File: config.mk
export PLATFORM = sky130hd
export DESIGN_NAME = ofdm_symbol_scheduler_wifi
export DESIGN_NICKNAME = d
export VERILOG_FILES = /design/src/rtl/ofdm_symbol_scheduler_wifi.sv
export SDC_FILE = /design/constraint.sdc
export NUM_CORES = 1
export LEC_CHECK = 0
export ABC_AREA = 1
export ABC_CLOCK_PERIOD_IN_PS = 2300
export CELL_PAD_IN_SITES_DETAIL_PLACEMENT = 0
export CELL_PAD_IN_SITES_GLOBAL_PLACEMENT = 2
export CORE_UTILIZATION = 28
export DETAILED_ROUTE_END_ITERATION = 10
export PLACE_DENSITY_LB_ADDON = 0.1
export SYNTH_ARGS = -nofsm -noshare
export SYNTH_HDL_FRONTEND = slang
export SYNTH_SLANG_ARGS = --single-unit
File: constraint.sdc
create_clock -name clk -period 2.3 [get_ports clk]
set_clock_uncertainty 0.05 [all_clocks]
set_input_delay 0.46 -clock clk [delete_from_list [all_inputs] [get_ports clk]]
set_output_delay 0.46 -clock clk [all_outputs]
set_load 0.02 [all_outputs]
File: src/rtl/ofdm_symbol_scheduler_wifi.sv
`default_nettype none
// ============================================================================
// Module   : ofdm_symbol_scheduler_wifi
// Purpose  : Assembles WiFi OFDM symbols ahead of a 64-point IFFT.
//            Each bin 0..63 is filled in order with a null, a mapper data
//            sample, or a pilot word fetched from the pilot generator.
//            The frame length is a programmed number of symbols.
// Ports    : clk, reset (async, active-low)
//            start/abort/num_symbols  - frame control
//            data_valid/data_in/data_ready - mapper stream {I,Q}
//            pilot_req/pilot_valid/pilot_in - pilot generator handshake
//            valid_out/data_out/bin_idx/symbol_last - IFFT sample stream
//            frame_done/busy - frame status
// Revision : 1.0 - initial release
// ============================================================================
module ofdm_symbol_scheduler_wifi #(
    parameter int W     = 12,
    parameter int SYM_W = 12
) (
    input  logic             clk,
    input  logic             reset,
    input  logic             start,
    input  logic             abort,
    input  logic [SYM_W-1:0] num_symbols,
    input  logic             data_valid,
    input  logic [2*W-1:0]   data_in,
    output logic             data_ready,
    output logic             pilot_req,
    input  logic             pilot_valid,
    input  logic [W-1:0]     pilot_in,
    output logic             valid_out,
    output logic [2*W-1:0]   data_out,
    output logic [5:0]       bin_idx,
    output logic             symbol_last,
    output logic             frame_done,
    output logic             busy
);

    localparam logic [1:0] c_ST_IDLE       = 2'd0;
    localparam logic [1:0] c_ST_BIN        = 2'd1;
    localparam logic [1:0] c_ST_WAIT_PILOT = 2'd2;
    localparam logic [1:0] c_ST_DONE       = 2'd3;

    localparam logic [SYM_W-1:0] c_SYM_ONE = SYM_W'(1);

    logic [1:0]       r_state,   w_state_nxt;
    logic [5:0]       r_bin_cnt, w_bin_nxt;
    logic [SYM_W-1:0] r_sym_cnt, w_sym_nxt;
    logic [SYM_W-1:0] r_num_sym, w_num_nxt;
    logic             r_busy,    w_busy_nxt;
    logic             r_valid,   w_valid_nxt;
    logic [2*W-1:0]   r_data,    w_data_nxt;
    logic [5:0]       r_idx,     w_idx_nxt;
    logic             r_last,    w_last_nxt;
    logic             r_done,    w_done_nxt;

    logic             w_is_null;
    logic             w_is_pilot;
    logic             w_emit;
    logic [2*W-1:0]   w_sample;
    logic [SYM_W-1:0] w_sym_inc;

    // Fixed 802.11a/g bin map in IFFT order: DC and the guard band are null,
    // four pilots, everything else carries data.
    assign w_is_null  = (r_bin_cnt == 6'd0) ||
                        ((r_bin_cnt >= 6'd27) && (r_bin_cnt <= 6'd37));
    assign w_is_pilot = (r_bin_cnt == 6'd7)  || (r_bin_cnt == 6'd21) ||
                        (r_bin_cnt == 6'd43) || (r_bin_cnt == 6'd57);
    assign w_sym_inc  = r_sym_cnt + c_SYM_ONE;

    always_comb begin
        w_state_nxt = r_state;
        w_bin_nxt   = r_bin_cnt;
        w_sym_nxt   = r_sym_cnt;
        w_num_nxt   = r_num_sym;
        w_busy_nxt  = r_busy;
        w_valid_nxt = 1'b0;
        w_data_nxt  = r_data;
        w_idx_nxt   = r_idx;
        w_last_nxt  = 1'b0;
        w_done_nxt  = 1'b0;
        w_emit      = 1'b0;
        w_sample    = '0;
        data_ready  = 1'b0;
        pilot_req   = 1'b0;

        case (r_state)
            c_ST_IDLE: begin
                if (start) begin
                    w_num_nxt   = num_symbols;
                    w_busy_nxt  = 1'b1;
                    w_bin_nxt   = 6'd0;
                    w_sym_nxt   = '0;
                    w_state_nxt = (num_symbols == '0) ? c_ST_DONE : c_ST_BIN;
                end
            end
            c_ST_BIN: begin
                if (w_is_null) begin
                    w_emit = 1'b1;
                end else if (w_is_pilot) begin
                    // Request lasts exactly one cycle because the state
                    // moves on unconditionally.
                    pilot_req   = ~abort;
                    w_state_nxt = c_ST_WAIT_PILOT;
                end else begin
                    data_ready = ~abort;
                    if (data_valid && !abort) begin
                        w_emit   = 1'b1;
                        w_sample = data_in;
                    end
                end
            end
            c_ST_WAIT_PILOT: begin
                if (pilot_valid) begin
                    w_emit      = 1'b1;
                    w_sample    = {pilot_in, {W{1'b0}}};
                    w_state_nxt = c_ST_BIN;
                end
            end
            c_ST_DONE: begin
                w_done_nxt  = 1'b1;
                w_busy_nxt  = 1'b0;
                w_state_nxt = c_ST_IDLE;
            end
            default: w_state_nxt = c_ST_IDLE;
        endcase

        // Advance: emit the sample and step the bin; bin 63 closes a symbol
        // and either ends the frame or wraps straight into bin 0.
        if (w_emit) begin
            w_valid_nxt = 1'b1;
            w_data_nxt  = w_sample;
            w_idx_nxt   = r_bin_cnt;
            w_bin_nxt   = r_bin_cnt + 6'd1;
            if (r_bin_cnt == 6'd63) begin
                w_last_nxt = 1'b1;
                w_sym_nxt  = w_sym_inc;
                if (w_sym_inc == r_num_sym) begin
                    w_state_nxt = c_ST_DONE;
                end
            end
        end

        // Abort overrides everything, including a start in IDLE.
        if (abort) begin
            w_state_nxt = c_ST_IDLE;
            w_busy_nxt  = 1'b0;
            w_valid_nxt = 1'b0;
            w_last_nxt  = 1'b0;
            w_done_nxt  = 1'b0;
        end
    end

    always_ff @(posedge clk or negedge reset) begin
        if (!reset) begin
            r_state   <= c_ST_IDLE;
            r_bin_cnt <= '0;
            r_sym_cnt <= '0;
            r_num_sym <= '0;
            r_busy    <= 1'b0;
            r_valid   <= 1'b0;
            r_data    <= '0;
            r_idx     <= '0;
            r_last    <= 1'b0;
            r_done    <= 1'b0;
        end else begin
            r_state   <= w_state_nxt;
            r_bin_cnt <= w_bin_nxt;
            r_sym_cnt <= w_sym_nxt;
            r_num_sym <= w_num_nxt;
            r_busy    <= w_busy_nxt;
            r_valid   <= w_valid_nxt;
            r_data    <= w_data_nxt;
            r_idx     <= w_idx_nxt;
            r_last    <= w_last_nxt;
            r_done    <= w_done_nxt;
        end
    end

    assign valid_out   = r_valid;
    assign data_out    = r_data;
    assign bin_idx     = r_idx;
    assign symbol_last = r_last;
    assign frame_done  = r_done;
    assign busy        = r_busy;

endmodule
`default_nettype wire
==> results.yml, run 1 <==
run_status:
  status: "finished clean"
detailed_routing:
  dr_total_vias: 3219
  drc: 0
  drtIter0Drc: 155
  drt_wl_total_mm: 10.0
  drt_pre_antenna_iters: 4
  antenna_left: 0
  viasPerCell: 4.42
  avgRoutedWirePerCell_um: 13.8
placement:
  place_hpwl_mm: 7.43
  finalWeightedCongestion: 0.793
  numPortBuffers: 89
setup_path:
  r2r_start: "r_state[1]$_DFF_PN0_"
  startpoint_type: "flop"
  setup.worst_path.end_class: "output pin"
  path_buf_inv: 2
  path_cells: "ha_2 -> nand2_1 -> nor2_1 -> nor2_4 -> nand2_2 -> inv_1 -> nor2_1 -> buf_2"
  crit_type: "reg -> out"
  rrSetupSlack_ps: 230
  r2r_cells: 14
  arrival_ps: 1630
  crit_slowest_cell: "dfrtp_1"
  cp_common_cell: "nor2_1"
  critical-path-max-stage-delay_ps: 390
  crit_path_start: "r_bin_cnt[0]$_DFFE_PN0P_"
  path_max_fanout: 4
  critPathTopFamily: "simple AND/OR/NAND/NOR gates"
  cp.required_ps: 1790
  timing.rr.end: "r_sym_cnt[10]$_DFF_PN0_"
floorplanning:
  initial_utilization_pct: 28.9
  rows: 40
  fp.coreArea_um2: 12100
  ios: 90
  die_area_um2: 12900
  die_y_um: 114
  fp.dieW_um: 114
min_path:
  holdCritPathClass: "in -> async"
logic_synthesis:
  syn_inst: 449
  ys_seq_area_share_pct: 47.2
  syn_area_um2: 3500
  synthesis.nets: 512
  yosysWarnings: 0
  syn_avg_cell_area_um2: 7.79
  synth-seq-cells: 66
  synth_cell_type_count: 30
global_routing:
  grt_use_total_pct: 16.6
  first_global_vias: 3359
  grt_max_degree: 48
  antenna_found_initial: 0
  gr-total-overflow: 0
  grt_pass1_wl_mm: 16.5
cts:
  cts_max_level: 3
  ctsHoldBuffers: 0
  clk_latency_ps: 330
  cts_setup_buffers: 0
  cts.sinks: 66
  path_clk_slew_ps: 50
  cts_buffers: 9
  clockBufferDepth: 2
  root_buffer: "clkbuf_16"
  cts_tree: "built"
power:
  p_per_area_nw_per_um2: 1080
  peakVddDrop_mv: 0.557
  p_leak_nw: 2.28
  power.total_mw: 5.41
timing:
  max_freq_mhz: 466
  finalHoldViolations: 0
  hold_ws_ps: 73.4
  tightest_slew_ps: 394
  slew_viol_final: 0
  rsz0062_at_grt: "false"
  finalSetupViolCount: 0
  finalCriticalPeriod_ps: 2140
  slew_headroom_pct: 73.7
  finalCritPeriodShare_pct: 93.3
final_layout:
  fillers: 1292
  layout.nets: 620
  final_util_pct: 41.2
  num_antenna_cells: 0
  drive_gt1_share_pct: 11.8
  area_delta_synth_final_pct: 42.9
job:
  maxCapViolations: 0
==> kinds of logic after synthesis <==
logic type                 after synthesis  share of synthesized area, %
adders and majority gates                9                          3.22
buffers and inverters                   63                          7.69
and+or+nand+nor                        231                          29.5
DFF                                     66                          47.2
xor gates and xnor gates                 6                          1.50
AOI/OAI and AO/OA                       74                          10.9
==> per-layer routing <==
layer	global-route usage (%)	wire, µm	vias to the layer above	share of wire (%)
li1	-	-	1661	-
met1	18.9	4390	1490	44
met2	28.9	4950	52	49
met3	4.99	435	16	4.3
met4	6.93	255	0	2.5
met5	0	0	-	0
==> worst max-delay path by stage <==
| stage | to | slack (ps) | depth (start not counted) |
|---|---|---|---|
| global route | r_sym_cnt[0]$_DFF_PN0_ | 10 | 14 |
| detailed placement | data_ready | -50 | 5 |
| floorplan | data_ready | 300 | 6 |
| global placement | data_ready | -40 | 5 |
| CTS | pilot_req | 20 | 8 |
| finish | pilot_req | 160 | 8 |
==> synthesized netlist by cell type (all sizes together) <==
library cell    n  area share [%]
nand2         126              14
dfrtp          66              47
inv            48             5.2
nand3          45             6.6
nor2           43             5.3
o21ai          38             5.4
a21oi          31             4.4
buf            10             2.0
ha              9             3.2
clkbuf          5            0.54
nand3b          5             1.1
nand4           5            0.89
xor2            5             1.3
nor3            4            0.57
nor4            2            0.79
o21bai          2            0.43
o22ai           2            0.36
o31ai           1            0.21
or2             1            0.18
xnor2           1            0.25
==> where the power goes <==
part           switching, mW  leakage, nW  total (mW)  internal (mW)
sequential             0.230        0.868        1.76           1.53
clock                  0.500        0.138        1.28          0.777
combinational           1.33         1.27        2.38           1.05
total                   2.06         2.28        5.41           3.35
==> flip-flops by register name, summed over array words and instances (netlist names) <==
register and cells:
data_out 24, r_num_sym 12, r_sym_cnt 12, bin_idx 6, r_bin_cnt 6, r_state 2, busy 1, frame_done 1
symbol_last 1, valid_out 1
==> placed cells by master (no fill, tap or decap), types with 9 or more instances in the layout <==
cell / Yosys / final
a21oi_1: 31 / 31
buf_4: 3 / 20
clkbuf_16: 0 / 9
clkdlybuf4s50_1: 0 / 86
dfrtp_1: 66 / 66
inv_1: 42 / 42
nand2_1: 121 / 121
nand3_1: 44 / 43
nor2_1: 37 / 35
o21ai_0: 30 / 30
==> stage by stage <==
stage | std cells | setup WS, ps | setup TNS [ps] | cell area, µm²
after floorplan | 449 | 299 | 0 | 3500
after global placement | 714 | -38.8 | -38.8 | 4710
after detailed placement | 714 | -49.2 | -49.2 | 4710
after CTS | 729 | 24.7 | 0 | 4980
after global routing | 729 | 12.5 | 0 | 4990
final | 729 | 155 | 0 | 4990
==> worst register-to-register path: stages (launching register included) <==
cell	delay, ps
dfrtp_1	420
inv_1	140
ha_2	230
nand2_1	100
buf_4	160
nor2_1	80
nand3_1	80
nand2_1	60
inv_1	40
nand2_2	70
nand2_4	80
nor2_4	140
inv_2	140
nand3_1	90
o21ai_1	60
==> area by class of cell <==
cell class / count / area (µm²) / area share (%)
flip-flops and latches: 66 / 1650 / 33.1
multi-input cells: 320 / 1600 / 31.9
repair buffers: 112 / 1090 / 21.7
clock buffers: 12 / 256 / 5.14
well taps: 168 / 210 / 4.21
inverters: 48 / 180 / 3.61
clock inverters: 3 / 15.0 / 0.301
==> repair_timing <==
item	CTS	global route
endpoints found under the hold margin	0	0
endpoints found under the setup margin	2	8
cloned	0	0
gates resized for setup	8	7
Power figures use the tool's default switching activity.
==> run 2, diff against run 1 <==
--- a/config.mk
+++ b/config.mk
@@ -11,6 +11,7 @@
 export CELL_PAD_IN_SITES_GLOBAL_PLACEMENT = 2
 export CORE_UTILIZATION = 28
 export DETAILED_ROUTE_END_ITERATION = 10
+export HOLD_SLACK_MARGIN = 0.15
 export PLACE_DENSITY_LB_ADDON = 0.1
 export SYNTH_ARGS = -nofsm -noshare
 export SYNTH_HDL_FRONTEND = slang
==> results.yml, run 2 (synthesized netlist as in run 1, its figures left out) <==
power:
  sequentialPowerShare_pct: 32.5
  clkPwrFrac_pct: 23.6
  peakVddDrop_mv: 0.556
  power.total_mw: 5.42
  switchingPower_mw: 2.06
  switching_share_pct: 38.1
  comb_power_share_pct: 44.0
  p_leak_nw: 2.28
  intPower_mw: 3.35
  p_per_area_nw_per_um2: 1080
floorplanning:
  die_y_um: 114
  die_area_um2: 12900
  rows: 40
  initial_utilization_pct: 28.9
  fp.dieW_um: 114
  ios: 90
  fp.coreArea_um2: 12100
final_layout:
  register_area_um2: 1650
  num_antenna_cells: 0
  fin_area_um2: 5000
  final_common_cell: "nand2_1"
  drive_gt1_share_pct: 11.7
  multi_input_area_um2: 1600
  fillers: 1293
  area_delta_synth_final_pct: 43.2
  final_cell_mix: "121 x nand2_1, 86 x clkdlybuf4s50_1, 66 x dfrtp_1"
  final_util_pct: 41.3
  largest_register_ffs: 24
  layout.nets: 621
cts:
  clockBufferDepth: 2
  clk_latency_ps: 330
  cts_tree: "built"
  cts_max_level: 3
  path_clk_slew_ps: 50
  cts.sinks: 66
  root_buffer: "clkbuf_16"
  cts_buffers: 9
  cts_setup_buffers: 0
global_routing:
  antenna_found_initial: 0
  gr-total-overflow: 0
  grt_pass1_wl_mm: 16.5
  grt_max_degree: 48
  first_global_vias: 3365
  grt_use_total_pct: 16.6
detailed_routing:
  dr_total_vias: 3225
  avgRoutedWirePerCell_um: 13.7
  antenna_left: 0
  drc: 0
  drt_wl_total_mm: 10.0
  viasPerCell: 4.42
  drt_pre_antenna_iters: 4
  drtIter0Drc: 152
timing:
  tightest_slew_ps: 394
  slew_viol_final: 0
  max_freq_mhz: 467
  finalCritPeriodShare_pct: 93.2
  finalCriticalPeriod_ps: 2140
  rsz0062_at_grt: "false"
  hold_ws_ps: 434
  slew_headroom_pct: 73.7
  finalSetupViolCount: 0
  finalHoldViolations: 0
setup_path:
  crit_type: "reg -> out"
  path_max_fanout: 4
  cp.required_ps: 1790
  arrival_ps: 1630
  setup.worst_path.end_class: "output pin"
  startpoint_type: "flop"
min_path:
  holdCritPathClass: "reg -> reg"
job:
  maxCapViolations: 0
run_status:
  status: "finished clean"
placement:
  place_hpwl_mm: 7.43
  dpl_cell_area_um2: 4710
  numPortBuffers: 89
  finalWeightedCongestion: 0.793
run 2: final timing paths:
path	start	to	slack (ps)	depth (start not counted)
setup reg to reg	r_state[1]$_DFF_PN0_	r_sym_cnt[10]$_DFF_PN0_	230	14
hold / removal	data_out[11]$_DFFE_PN0P_	data_out[11]$_DFFE_PN0P_	430	2
setup / recovery	r_bin_cnt[0]$_DFFE_PN0P_	pilot_req	160	8
hold reg to reg	data_out[11]$_DFFE_PN0P_	data_out[11]$_DFFE_PN0P_	430	2
min in group asynchronous	reset	r_num_sym[2]$_DFFE_PN0P_	610	3
max in group asynchronous	reset	bin_idx[4]$_DFFE_PN0P_	1350	3
run 2: critical path, stage by stage (launching register included):
cell,delay [ps]
dfrtp_1,390
ha_2,210
nand2_1,70
nor2_1,200
nor2_4,50
nand2_2,80
inv_1,70
nor2_1,80
buf_2,160
run 2: power groups by stage:
stage                     logic, mW  clock network [mW]  registers, mW
after floorplan                1.08                   0           2.01
after global placement         2.40                   0           1.77
after detailed placement       2.41                   0           1.77
after CTS                      2.42                1.33           1.76
after global routing           2.63                1.37           1.81
final                          2.38                1.28           1.76
run 2: through the flow:
step / TNS [ps] / cells / worst slack (ps)
finish: 0 / 730 / 157
global route: 0 / 730 / 12.5
CTS: 0 / 730 / 24.7
detailed placement: -49.2 / 714 / -49.2
global placement: -38.8 / 714 / -38.8
floorplan: 0 / 449 / 299
run 2: layer usage:
| metal | global-route usage, % | routed length [µm] | vias up |
|---|---|---|---|
| li1 | - | - | 1664 |
| met1 | 18.9 | 4390 | 1493 |
| met2 | 28.9 | 4950 | 52 |
| met5 | 0 | 0 | - |
| met3 | 4.99 | 438 | 16 |
| met4 | 6.93 | 255 | 0 |
run 2: cell type report:
cell class | instances | area share (%)
clock buffer | 12 | 5.13
multi-input combinational | 320 | 31.9
timing repair buffer | 113 | 21.9
tap | 168 | 4.20
inverter | 48 | 3.60
sequential | 66 | 33.0
clock inverter | 3 | 0.300
run 2: what timing repair did:
item	4_1_cts	5_1_grt
endpoints found under the setup margin	2	8
hold buffers	1	0
hold endpoints to repair	66	0
gates resized for setup	8	7
